**config.mk**
```make
export PLATFORM = sky130hd
export DESIGN_NAME = square_rebuild
export DESIGN_NICKNAME = d
export VERILOG_FILES = /design/src/rtl/sqrt_pkg.sv /design/src/rtl/Register.sv /design/src/rtl/square_rebuild_step.sv /design/src/rtl/square_rebuild.sv
export SDC_FILE = /design/constraint.sdc
export NUM_CORES = 1
export LEC_CHECK = 0
export BUFFER_PORTS_ARGS = -buffer_cell sky130_fd_sc_hd__buf_2
export CORE_MARGIN = 3
export CORE_UTILIZATION = 40
export DETAILED_ROUTE_END_ITERATION = 12
export PLACE_DENSITY_LB_ADDON = 0.25
export SYNTH_ARGS = -nofsm -noshare
export SYNTH_HDL_FRONTEND = slang
export SYNTH_HIERARCHICAL = 1
export SYNTH_SLANG_ARGS = --single-unit
```
**constraint.sdc**
```tcl
create_clock -name clk -period 4.5 [get_ports clk]
set_input_delay 0.45 -clock clk [delete_from_list [all_inputs] [get_ports clk]]
set_output_delay 0.45 -clock clk [all_outputs]
set_load 0.005 [all_outputs]
```
**src/rtl/sqrt_pkg.sv**
```systemverilog
// Shared types and constants for the square-root reconstruction datapath.
package sqrt_pkg;

  typedef enum logic [1:0] {IDLE, MUL, ADD} state_t;

  localparam int DEFAULT_WORD_LENGTH = 16;

  function automatic int clog2(input int n);
    int w;
    w = 0;
    for (int i = 0; i < 31; i++) begin
      if ((1 << i) < n) w = i + 1;
    end
    return w;
  endfunction

endpackage

```
**src/rtl/Register.sv**
```systemverilog
// Generic enabled register with synchronous active-high reset.
module Register #(
  parameter int WIDTH = 1
) (
  input  logic             clk,
  input  logic             reset,
  input  logic             i_enable,
  input  logic [WIDTH-1:0] i_d,
  output logic [WIDTH-1:0] o_q
);

  logic [WIDTH-1:0] r_q;

  always_ff @(posedge clk) begin
    if (reset) begin
      r_q <= '0;
    end else if (i_enable) begin
      r_q <= i_d;
    end
  end

  assign o_q = r_q;

endmodule

```
**src/rtl/square_rebuild_step.sv**
```systemverilog
// One shift-and-add multiply step: adds (multiplicand << bitIndex) when the bit is set.
module shift_add_step #(
  parameter int WORD_LENGTH = 16,
  parameter int N           = WORD_LENGTH / 2,
  parameter int CW          = 3
) (
  input  logic [WORD_LENGTH-1:0] i_acc,
  input  logic [N-1:0]           i_multiplicand,
  input  logic [CW-1:0]          i_bitIndex,
  input  logic                   i_bit,
  output logic [WORD_LENGTH-1:0] o_nextAcc
);

  logic [WORD_LENGTH-1:0] w_shifted;

  assign w_shifted = WORD_LENGTH'(i_multiplicand) << i_bitIndex;
  assign o_nextAcc = i_bit ? (i_acc + w_shifted) : i_acc;

endmodule

```
**src/rtl/square_rebuild.sv**
```systemverilog
// Rebuilds radicand = root*root + residue with a serial shift-add multiplier,
// flagging overflow and whether (root, residue) is a legal square-root pair.
module square_rebuild
  import sqrt_pkg::*;
#(
  parameter int WORD_LENGTH = DEFAULT_WORD_LENGTH
) (
  input  logic                     clk,
  input  logic                     reset,
  input  logic                     start,
  input  logic [WORD_LENGTH/2-1:0] root,
  input  logic [WORD_LENGTH-1:0]   residue,
  output logic [WORD_LENGTH-1:0]   radicand,
  output logic                     overflow,
  output logic                     consistent,
  output logic                     busy,
  output logic                     done
);

  localparam int N  = WORD_LENGTH / 2;
  localparam int CW = (clog2(N) < 1) ? 1 : clog2(N);

  state_t                 r_state;
  logic [N-1:0]           r_root;
  logic [WORD_LENGTH-1:0] r_residue;
  logic                   r_consistent;
  logic [WORD_LENGTH-1:0] r_acc;
  logic [CW-1:0]          r_count;
  logic                   r_busy;
  logic                   r_done;

  logic [WORD_LENGTH-1:0] w_nextAcc;
  logic [WORD_LENGTH:0]   w_sum;
  logic [N:0]             w_twoRoot;
  logic                   w_consistentIn;
  logic                   w_addStrobe;

  // Compare at a width wide enough that neither 2*root nor residue is truncated.
  assign w_twoRoot      = {root, 1'b0};
  assign w_consistentIn = ({1'b0, residue} <= (WORD_LENGTH + 1)'(w_twoRoot));

  assign w_sum       = {1'b0, r_acc} + {1'b0, r_residue};
  assign w_addStrobe = (r_state == ADD);

  shift_add_step #(
    .WORD_LENGTH (WORD_LENGTH),
    .N           (N),
    .CW          (CW)
  ) u_step (
    .i_acc          (r_acc),
    .i_multiplicand (r_root),
    .i_bitIndex     (r_count),
    .i_bit          (r_root[r_count]),
    .o_nextAcc      (w_nextAcc)
  );

  always_ff @(posedge clk) begin
    if (reset) begin
      r_state      <= IDLE;
      r_root       <= '0;
      r_residue    <= '0;
      r_consistent <= 1'b0;
      r_acc        <= '0;
      r_count      <= '0;
      r_busy       <= 1'b0;
      r_done       <= 1'b0;
    end else begin
      r_done <= 1'b0;
      case (r_state)
        IDLE: begin
          if (start) begin
            r_root       <= root;
            r_residue    <= residue;
            r_consistent <= w_consistentIn;
            r_acc        <= '0;
            r_count      <= '0;
            r_busy       <= 1'b1;
            r_state      <= MUL;
          end
        end
        MUL: begin
          r_acc <= w_nextAcc;
          if (r_count == CW'(N - 1)) begin
            r_state <= ADD;
          end else begin
            r_count <= r_count + CW'(1);
          end
        end
        ADD: begin
          r_busy  <= 1'b0;
          r_done  <= 1'b1;
          r_state <= IDLE;
        end
        default: r_state <= IDLE;
      endcase
    end
  end

  // Result registers only load on the ADD edge, so they stay stable while MUL runs.
  Register #(.WIDTH(WORD_LENGTH)) u_radicandReg (
    .clk      (clk),
    .reset    (reset),
    .i_enable (w_addStrobe),
    .i_d      (w_sum[WORD_LENGTH-1:0]),
    .o_q      (radicand)
  );

  Register #(.WIDTH(1)) u_overflowReg (
    .clk      (clk),
    .reset    (reset),
    .i_enable (w_addStrobe),
    .i_d      (w_sum[WORD_LENGTH]),
    .o_q      (overflow)
  );

  Register #(.WIDTH(1)) u_consistentReg (
    .clk      (clk),
    .reset    (reset),
    .i_enable (w_addStrobe),
    .i_d      (r_consistent),
    .o_q      (consistent)
  );

  assign busy = r_busy;
  assign done = r_done;

endmodule

```
Word level (Yosys, flattened, before mapping)
Index checks and enable logic that the tools add are counted.
- add/subtract/negate cells: 3
- magnitude comparators: 2
- equal/unequal tests: 7
- bitwise gates (word level): 0
- multipliers: 0
- shift-type cells: 1
- divide/modulo/power cells: 0
- reduce and logical (&&, ||, !) cells: 8
- multiplexer cells: 14
- operators with widths (cell ; count):
    2-to-1 mux 16 bit ; 2
    one-hot mux 16 bit (2 select lines) ; 1
    adder 16 x 16 -> 17 bit ; 1
    adder 16 bit ; 1
    less-or-equal comparator 16 x 9 -> 1 bit ; 1
    left shift 8 x 3 -> 16 bit ; 1
    2-to-1 mux 3 bit ; 2
    != test 2 bit (second input constant) ; 3
    one-hot mux 3 bit (2 select lines) ; 1
    AND reduction 2 bit ; 3
    AND reduction 3 bit ; 2
    < comparator 3 x 4 -> 1 bit (second input constant) ; 1
    2-to-1 mux 2 bit ; 2
    one-hot mux 2 bit (2 select lines) ; 1
    nonzero test 2 bit ; 2
    adder 3 x 1 -> 3 bit (second input constant) ; 1
    binary-select mux 1 bit (select 3 bit) ; 1
    equality test 3 bit (second input constant) ; 1
    2-to-1 mux 1 bit ; 3
    equality test 2 x 1 -> 1 bit (second input constant) ; 1
    equality test 2 bit (second input constant) ; 1
    zero test 2 bit ; 1
    != test 2 x 1 -> 1 bit (second input constant) ; 1
    one-hot mux 1 bit (2 select lines) ; 1
- register bits: 66
- memories: 0
- RAM bits: 0
- ROM bits: 0
- latch bits: 0
- output and inout port bits: 20

Depth between registers and ports, before layout
Gate-level depths: netlist of run 1.
- depth in word-level cells: 4
- gate-level depth with buffers: 16
- mapped depth without buffers: 14

By module
Netlist of run 1, hierarchy kept.
- by module, submodules not included (module ; area each (um2) ; times used ; cells each):
    square_rebuild ; 2650.0 ; 1 ; 318
    shift_add_step ; 1231.2 ; 1 ; 175
    Register at u_radicandReg ; 580.6 ; 1 ; 52
    Register at u_consistentReg ... ; 33.8 ; 2 ; 3

Worst setup path before layout of run 1
OpenSTA, ideal clock, no wires.
- path kind: register to register
- start: reg r_count[0]
- end: reg r_acc[9]
- required time: 4.372 ns
- period minus slack after synthesis: 3.232 ns
- arrival time: 3.105 ns
- stages on the path, launching flop included: 14
- path slack: 1.268 ns
- path buffers: 1
- cell sequence: dfxtp_1 > clkbuf_1 > mux2_2 > o21ai_0 > nor2_1 > ha_1 > o21a_2 > a211oi_2 > nor2_1 > a41o_1 > xor2_1 > mux2_4 > a22oi_1 > nor2_1
- word-level cells in the longest chain between the ends: 4
- elaborated cells between the ends (all ways): 8
- ends and longest elaborated chain (what ; line ; text):
    start: declaration ; square_rebuild.sv:28 ; logic [CW-1:0] r_count;
    start signal: assignment ; square_rebuild.sv:86 ; r_count <= r_count + CW'(1);
    left shift 8 x 3 -> 16 bit ; square_rebuild_step.sv:16 ; assign w_shifted = WORD_LENGTH'(i_multiplicand) << i_bitIndex;
    adder 16 bit ; square_rebuild_step.sv:17 ; assign o_nextAcc = i_bit ? (i_acc + w_shifted) : i_acc;
    2-to-1 mux 16 bit ; square_rebuild_step.sv:17 ;
    via w_nextAcc[9] ; square_rebuild.sv:32 ; logic [WORD_LENGTH-1:0] w_nextAcc;
    one-hot mux 16 bit (2 select lines) ; square_rebuild.sv:69 ; case (r_state)
    end signal: assignment ; square_rebuild.sv:82 ; r_acc <= w_nextAcc;
    end: declaration ; square_rebuild.sv:27 ; logic [WORD_LENGTH-1:0] r_acc;
The timed path passes the listed nets, and every way through them passes these cells. The select of a mux whose other input is x is not followed.
A chain may end at the register's enable or synchronous reset.

Final worst setup path of run 1
Ends and elaborated chain as after synthesis.

==> impl_metrics.yaml, run 1 <==
place:
  portBuffers: 46
  dp_hpwl_um: 8640
  gp_congestion: 0.892
  place_area_um2: 4820
finish:
  nets: 653
  drive_gt1_share_pct: 16.0
  fin_util_pct: 46.5
  antenna_cells: 0
  area_growth_pct: 12.3
  stdcell_area_um2: 5090
drt:
  wl_per_cell_um: 15.7
  drt-total-wl_um: 11400
  ant_nets: 0
  drc: 0
  first_pass_iters: 6
  vias: 4020
  drt_iter0_drc: 186
  via_per_inst: 5.53
run_status:
  outcome: "finished, final reports clean"
setup_path:
  worst-path-buf-inv: 0
  reg2reg_to: "r_acc[9]"
  critical_path_arrival_ns: 3.62
  critPathCapture: "r_acc[9]"
  cp_slowest_stage_delay_ns: 0.67
  cp-startpoint: "r_count[0]"
  cp_cell_sequence: "mux2_2 > o21ai_0 > nor2_1 > ha_1 > o21a_2 > a211oi_2 > nor2_1 > a41o_1 > xor2_1 > mux2_4 > a22oi_1 > nor2_1"
  critical_path.top_delay_family: "compound AO/OA/AOI/OAI gates"
  crit-reg2reg-launch: "r_count[0]"
  path_max_fanout: 13
  reg2reg_depth: 12
  r2r_slack_ns: 1.07
  critical_path_depth: 12
  slowest_stage: "dfxtp_1"
  path_class: "reg -> reg"
  end_kind: "flop"
  critPathMostFrequentCell: "nor2_1"
  worst-endpoint-required_ns: 4.69
  worstSetupStartpointType: "flop"
synthesis:
  syn_area_per_cell_um2: 8.22
  synth_area_leader_cell: "dfxtp_1"
  yosys_warnings: 6
  synthTopCellsByCount: "nand2_1, dfxtp_1, nor2_1"
  ys_ff_latch: 66
  ys.flop_type: "dfxtp_1"
  synth_fp_nets: 621
  yosys.area.top_type_share_pct: 29.2
  ys_seq_area_share_pct: 29.2
  yosysMostFrequentCell: "nand2_1"
  synth_cells: 551
  netlist_area_um2: 4530
  async_reset_ff_share_pct: 0
  synthTopCellsByArea: "dfxtp_1, ha_1, nand2_1"
  synth_edf_count: 0
  synthDistinctLibCells: 60
floorplanning:
  rows: 38
  coreArea_um2: 10900
  io_pins: 47
  die_x_um: 112
  fp.dieArea_um2: 12600
  die_h_um: 112
  start_util_pct: 41.4
cts:
  root_buffer: "clkbuf_16"
  cts_tree: "done"
  postCtsSetupRepairBufs: 0
  cts_made_buffers: 9
  path_clk_slew_ns: 0.06
  cts-resized-gates: 0
  cts_max_level: 3
  cts.path.max_buffers: 2
  insertion_delay_ns: 0.34
  cts_hold_buffers: 0
  clock-sinks: 66
timing:
  setup_tns_ns: 0
  worstMarginPinSlew_ns: 0.964
  finalHoldViolations: 0
  timing.final.crit_share_pct: 76.2
  final.setup_skew_ns: 0.0105
  finalMaxSlewViolations: 0
  fmax_mhz: 291
  rsz0062_at_grt: "no"
  slew_headroom_pct: 35.7
  setup_viol: 0
  finalCriticalPeriod_ns: 3.43
pwr:
  p_leak_nw: 2.28
  power_density_nw_per_um2: 285
  power.total_mw: 1.45
  vdd_drop_max_v: 0.000187
grt:
  met2_usage_pct: 30.2
  busiest_layer: "met2"
  grtUsageMet3_pct: 3.45
  grt_max_degree: 68
  grt_antenna_before_repair: 0
  overflow: 0
  grt_pass1_wl_um: 19100
  gr-usage-met1_pct: 25.0
  grt_usage_pct: 18.3
  grt_pass1_vias: 3937
flow_run:
  max_cap_viol_count: 0
min_path:
  hp-class: "in -> reg"
  holdPathStages: 3
-- layout by cell type (no fill, tap or decap), types with 5 or more instances in the layout --
cell type and count:
mux2_2 16, ha_1 41, nand2_1 74, inv_1 17, xnor2_1 13, a22oi_1 18
o21bai_1 5, buf_2 46, a211oi_1 5, dfxtp_1 66, clkbuf_16 9, o21ai_0 24
nand3_1 7, nor2_1 60, a21o_1 11, a21oi_1 55, mux2i_1 26, xor2_1 9
o22ai_1 5
-- power by group --
part | internal (mW) | switching [mW] | leakage, nW
logic | 0.0715 | 0.107 | 1.61
registers | 0.601 | 0.0176 | 0.536
clock network | 0.397 | 0.255 | 0.138
-- sequential cells by signal (all words and copies together), names as in the netlist --
name,flops
u_consistentReg/o_q,1
r_acc,16
r_state,2
done,1
u_radicandReg/o_q,16
r_root,8
busy,1
u_overflowReg/o_q,1
r_residue,16
r_count,3
r_consistent,1
-- worst min-delay path by stage --
stage / endpoint / from / slack [ns]
5_1_grt: r_residue[13] / residue[13] / 0.38
6_report: r_root[3] / root[3] / 0.37
3_5_place_dp: busy / busy / 0.45
2_1_floorplan: r_residue[0] / r_residue[0] / 0.44
3_3_place_gp: busy / busy / 0.44
4_1_cts: r_root[3] / root[3] / 0.36
-- kinds of logic after synthesis --
kind of cell | synth area share, %
simple gates | 16.4
xor+xnor | 4.25
buf+inv | 4.50
compound gates | 22.0
mux | 11.4
flops | 29.2
fa+ha+maj | 12.2
-- per-stage QoR --
step | std cells | setup slack (ns) | hold slack (ns)
2_1_floorplan | 551 | 1.27 | 0.441
4_1_cts | 727 | 1.05 | 0.358
5_1_grt | 727 | 0.680 | 0.380
6_report | 727 | 1.07 | 0.367
3_3_place_gp | 712 | 1.16 | 0.442
3_5_place_dp | 712 | 1.07 | 0.454
-- layout make-up --
| cell class | instances | area, µm² |
|---|---|---|
| clock buffer | 12 | 256 |
| clock inverter | 3 | 15.0 |
| fill | 1117 | 5850 |
| inverter | 17 | 63.8 |
| multi-input combinational | 440 | 3000 |
| sequential | 66 | 1320 |
| tap | 140 | 175 |
| timing repair buffer | 49 | 253 |
-- worst reg2reg max path, stage by stage, from the launching register on --
cell	delay, ns
dfxtp_1	0.67
mux2_2	0.42
o21ai_0	0.21
nor2_1	0.07
ha_1	0.37
o21a_2	0.23
a211oi_2	0.26
nor2_1	0.12
a41o_1	0.30
xor2_1	0.15
mux2_4	0.26
a22oi_1	0.17
nor2_1	0.06
-- routing by layer --
metal	share of wire, %	wire length (µm)
met4	1.2	138
met1	49	5560
met2	47	5380
met3	3.2	362
met5	0	0
No activity file was read; power rests on OpenSTA's default activity.
==> inputs of run 2 (changes only) <==
Clock period 4.5 ns to 3.2 ns, I/O delays scaled along.
==> impl_metrics.yaml, run 2 (synthesis results as in run 1) <==
cts:
  cts_tree: "done"
  insertion_delay_ns: 0.33
  postCtsSetupRepairBufs: 0
  cts_max_level: 3
  cts_hold_buffers: 0
  root_buffer: "clkbuf_16"
  clock-sinks: 66
  cts.path.max_buffers: 2
  path_clk_slew_ns: 0.06
  cts_made_buffers: 9
drt:
  first_pass_iters: 4
  wl_per_cell_um: 15.4
  drc: 0
  via_per_inst: 5.45
  vias: 4042
  ant_nets: 0
  drt_iter0_drc: 150
  drt-total-wl_um: 11500
timing:
  rsz0062_at_grt: "yes"
  hold_slack_ns: 0.242
  finalHoldViolations: 0
  setup_ws_ns: 0.196
  setup_viol: 0
  finalCriticalPeriod_ns: 3.00
  timing.final.crit_share_pct: 93.9
  worstMarginPinSlew_ns: 0.907
  final.setup_skew_ns: 0.00674
  setup_tns_ns: 0
  finalMaxSlewViolations: 0
  slew_headroom_pct: 39.5
  fmax_mhz: 333
min_path:
  hp-class: "in -> reg"
  holdCritStartpoint: "residue[1]"
finish:
  instances_no_fill: 742
  final_common_cell: "nand2_1"
  nets: 667
  antenna_cells: 0
  final_cell_mix: "nand2_1, dfxtp_1, nor2_1, a21oi_1, buf_2"
  fin_util_pct: 48.2
  area_growth_pct: 16.3
  drive_gt1_share_pct: 18.8
  stdcell_area_um2: 5270
setup_path:
  slowest_stage: "dfxtp_2"
  r2r_slack_ns: 0.20
  critPathCapture: "r_acc[9]"
  crit-reg2reg-launch: "r_count[0]"
  path_class: "reg -> reg"
  critPathMostFrequentCell: "nor2_1"
  end_kind: "flop"
  reg2reg_to: "r_acc[9]"
  reg2reg_depth: 12
  cp-startpoint: "r_count[0]"
  cp_slowest_stage_delay_ns: 0.41
  path_max_fanout: 8
  worst-endpoint-required_ns: 3.42
  cp_cell_sequence: "mux2_2 > o21ai_1 > nor2_1 > ha_1 > o21a_2 > a211oi_2 > nor2_1 > a41o_1 > xor2_1 > mux2_4 > a22oi_1 > nor2_1"
  worstSetupStartpointType: "flop"
  critical_path_arrival_ns: 3.22
floorplanning:
  die_x_um: 112
  coreArea_um2: 10900
  fp.dieArea_um2: 12600
  io_pins: 47
  rows: 38
  die_h_um: 112
  start_util_pct: 41.4
grt:
  grt_antenna_before_repair: 0
  grt_pass1_vias: 3982
  overflow: 0
  grt_max_degree: 50
  grt_usage_pct: 18.6
  grt_pass1_wl_um: 19400
pwr:
  p_leak_nw: 2.37
  power.total_mw: 2.20
  power_density_nw_per_um2: 417
  vdd_drop_max_v: 0.000284
run_status:
  outcome: "finished, final reports clean"
place:
  dp.cells: 726
  portBuffers: 46
  dp_hpwl_um: 8930
  place_area_um2: 4930
  gp_congestion: 0.884
  place_ws_ns: 0.0173
flow_run:
  max_cap_viol_count: 0
==> run 2: cell count changes in the layout (fill, tap and decap cells not counted), moves of 2 or more <==
| cell | delta |
|---|---|
| o21ai_1 | +2 |
| buf_4 | +13 |
| bufinv_16 | +2 |
| ha_1 | -2 |
| o21ai_0 | -2 |
| ha_2 | +2 |
==> run 2: critical path, delay by kind of cell (launching register included) <==
family          cells  cell delay, ns
mux                 2            0.63
xor+xnor            1            0.16
simple gates        3            0.22
flops               1            0.41
compound gates      5            1.14
fa+ha+maj           1            0.32
==> run 2: power breakdown <==
group / internal (mW) / leakage (nW) / switching (mW)
sequential: 0.846 / 0.536 / 0.0221
clock: 0.700 / 0.156 / 0.360
combinational: 0.112 / 1.68 / 0.156
total: 1.66 / 2.37 / 0.538
==> run 2: repair_timing <==
action	4_1_cts	5_1_grt
gates resized for setup	1	5
hold endpoints to repair	0	0
setup endpoints to repair	1	8
==> run 2: worst min path at each step <==
stage                          end  cells after the start
6_report              r_residue[1]                      3
5_1_grt               r_residue[1]                      3
4_1_cts               r_residue[1]                      3
3_5_place_dp          r_residue[9]                      2
3_3_place_gp                  busy                      2
2_1_floorplan  u_consistentReg/o_q                      1
==> run 2: layer usage <==
layer  up-vias  wire, µm  global-route usage [%]
met4         0       125                    4.97
met2        81      5450                    31.0
met1      1881      5320                    24.5
met3        12       560                    3.83
met5         -         0                       0
li1       2068         -                       -
==> run 2: area by class of cell <==
type / instances / area (µm²)
fill: 1097 / 5670
inverter: 17 / 63.8
tap: 140 / 175
multi-input combinational: 440 / 3010
sequential: 66 / 1320
clock buffer: 11 / 243
timing repair buffer: 63 / 370
clock inverter: 5 / 77.6
==> inputs of run 3 (changes only) <==
Settings changed: ABC_AREA set to 1.
==> impl_metrics.yaml, run 3 <==
run_status:
  outcome: "finished, final reports clean"
setup_path:
  slowest_stage: "dfxtp_1"
  worst-endpoint-required_ns: 3.46
  path_max_fanout: 15
  worstSetupStartpointType: "flop"
  end_kind: "flop"
  critPathMostFrequentCell: "nand2_1"
  critical_path_arrival_ns: 2.91
  cp_cell_sequence: "inv_1 > nor3_1 > ha_1 > a21oi_1 > o21ai_0 > a21oi_1 > nand2_1 > nand2_1 > nand2_1 > nand2_1 > nand2_1 > a21oi_1"
  cp_slowest_stage_delay_ns: 0.62
  path_class: "reg -> reg"
timing:
  finalCriticalPeriod_ns: 2.64
  slew_headroom_pct: 51.8
  final.setup_skew_ns: 0.00590
  rsz0062_at_grt: "no"
  fmax_mhz: 378
  timing.final.crit_share_pct: 82.6
  setup_viol: 0
  finalHoldViolations: 0
  setup_ws_ns: 0.557
  setup_tns_ns: 0
  finalMaxSlewViolations: 0
  worstMarginPinSlew_ns: 0.722
cts:
  postCtsSetupRepairBufs: 0
  cts.path.max_buffers: 2
  cts_hold_buffers: 0
  cts-resized-gates: 0
  root_buffer: "clkbuf_16"
  cts_tree: "done"
  cts_max_level: 3
  cts_made_buffers: 9
  insertion_delay_ns: 0.33
  path_clk_slew_ns: 0.06
  clock-sinks: 66
drt:
  via_per_inst: 4.74
  drt-total-wl_um: 12900
  vias: 5026
  drt_iter0_drc: 267
  first_pass_iters: 5
  wl_per_cell_um: 12.2
  drc: 0
  ant_nets: 0
pwr:
  comb_power_share_pct: 15.7
  switchingPower_uw: 629
  power_density_nw_per_um2: 391
  seq_power_share_pct: 38.9
  p_clk_share_pct: 45.4
  p_leak_nw: 3.01
  vdd_drop_max_v: 0.000378
  p_int_mw: 1.66
  power_switching_share_pct: 27.5
synthesis:
  synth_fp_nets: 916
  synthTopCellsByArea: "dfxtp_1, nand2_1, ha_1"
  synth_cells: 846
  yosys_warnings: 6
  synth_edf_count: 0
  yosysMostFrequentCell: "nand2_1"
  ys.flop_type: "dfxtp_1"
  syn_area_per_cell_um2: 6.17
  netlist_area_um2: 5220
  synth_area_leader_cell: "dfxtp_1"
  yosys.area.top_type_share_pct: 25.3
  ys_seq_area_share_pct: 25.3
  synthTopCellsByCount: "nand2_1, inv_1, nor2_1"
  async_reset_ff_share_pct: 0
  synthDistinctLibCells: 38
  ys_ff_latch: 66
place:
  portBuffers: 46
  place_area_um2: 5530
  dp_hpwl_um: 10400
  place_ws_ns: 0.605
  dp.cells: 1045
  gp_congestion: 0.869
floorplanning:
  start_util_pct: 41.2
  rows: 41
  fp.dieArea_um2: 14500
  die_x_um: 120
  die_h_um: 120
  coreArea_um2: 12700
  io_pins: 47
finish:
  final_common_cell: "nand2_1"
  instances_no_fill: 1060
  drive_gt1_share_pct: 12.3
  stdcell_area_um2: 5840
  nets: 954
  final_cell_mix: "nand2_1, inv_1, nor2_1, dfxtp_1, a21oi_1"
  nFillCells: 1390
  area_growth_pct: 12.0
  antenna_cells: 0
min_path:
  hp-class: "in -> reg"
grt:
  grt_pass1_wl_um: 21800
  grt_max_degree: 40
  grt_usage_pct: 18.7
  grt_antenna_before_repair: 0
  overflow: 0
  grt_pass1_vias: 4554
flow_run:
  max_cap_viol_count: 0
==> run 3: changes by cell type in the layout (fill, tap and decap cells not counted), moves of 12 or more <==
cell     delta
inv_1     +100
nand2_1   +202
buf_4      -12
mux2_2     -16
nor2_1     +29
mux2i_1    -21
a22oi_1    -18
o21ai_0    +19
nand3_1    +33
==> run 3: worst paths after layout <==
| path | from | end | slack (ns) | cells after the start |
|---|---|---|---|---|
| setup reg to reg | r_count[2] | r_acc[15] | 0.56 | 12 |
| hold / removal | root[4] | r_root[4] | 0.26 | 3 |
| hold reg to reg | busy | busy | 0.46 | 2 |
| setup / recovery | r_count[2] | r_acc[15] | 0.56 | 12 |
==> run 3: per-layer routing <==
metal	global-route usage [%]	wire (µm)	share of wire, %	vias to the layer above
li1	-	-	-	2739
met1	25.6	6480	50	2182
met2	29.8	5730	44	87
met3	3.27	424	3.3	18
met4	6.02	254	2.0	0
met5	0	0	0	-
==> run 3: stage by stage <==
stage          utilization (%)  hold slack [ns]  total power, mW
5_1_grt                   46.1            0.251             2.40
3_5_place_dp              43.7            0.457             1.27
6_report                  46.1            0.259             2.28
3_3_place_gp              43.7            0.452             1.26
2_1_floorplan                -            0.389             1.18
4_1_cts                   46.1            0.241             2.31
==> run 3: layout make-up <==
class,instances,area [µm²],area share [%]
tap,172,215,3.68
clock buffer,10,229,3.92
multi-input combinational,633,3270,56.0
clock inverter,5,80.1,1.37
inverter,124,468,8.01
sequential,66,1320,22.6
timing repair buffer,50,260,4.45
==> run 3: logic make-up (layout without fill, tap and decap cells) <==
group	after synthesis	count (layout)	synth area share [%]
mux	5	5	0.959
fa+ha+maj	43	43	10.6
flops	66	66	25.3
simple gates	456	456	36.9
compound gates	117	117	12.1
xor+xnor	12	12	2.01
buf+inv	147	189	12.1
==> run 3: critical path: cells and delay by family, from the launching register on <==
kind	cells	cell delay, ns
AND/OR/NAND/NOR	6	0.77
AO/OA/AOI/OAI	4	0.53
flip-flops	1	0.62
adder cells (fa/ha/maj)	1	0.36
buffers and inverters	1	0.29
==> run 3: power by group through the flow <==
stage          logic, mW  registers [mW]  clock network [mW]
3_5_place_dp       0.360           0.906                   0
2_1_floorplan      0.287           0.891                   0
5_1_grt            0.417           0.892                1.10
4_1_cts            0.361           0.888                1.06
6_report           0.358           0.888                1.04
3_3_place_gp       0.358           0.905                   0
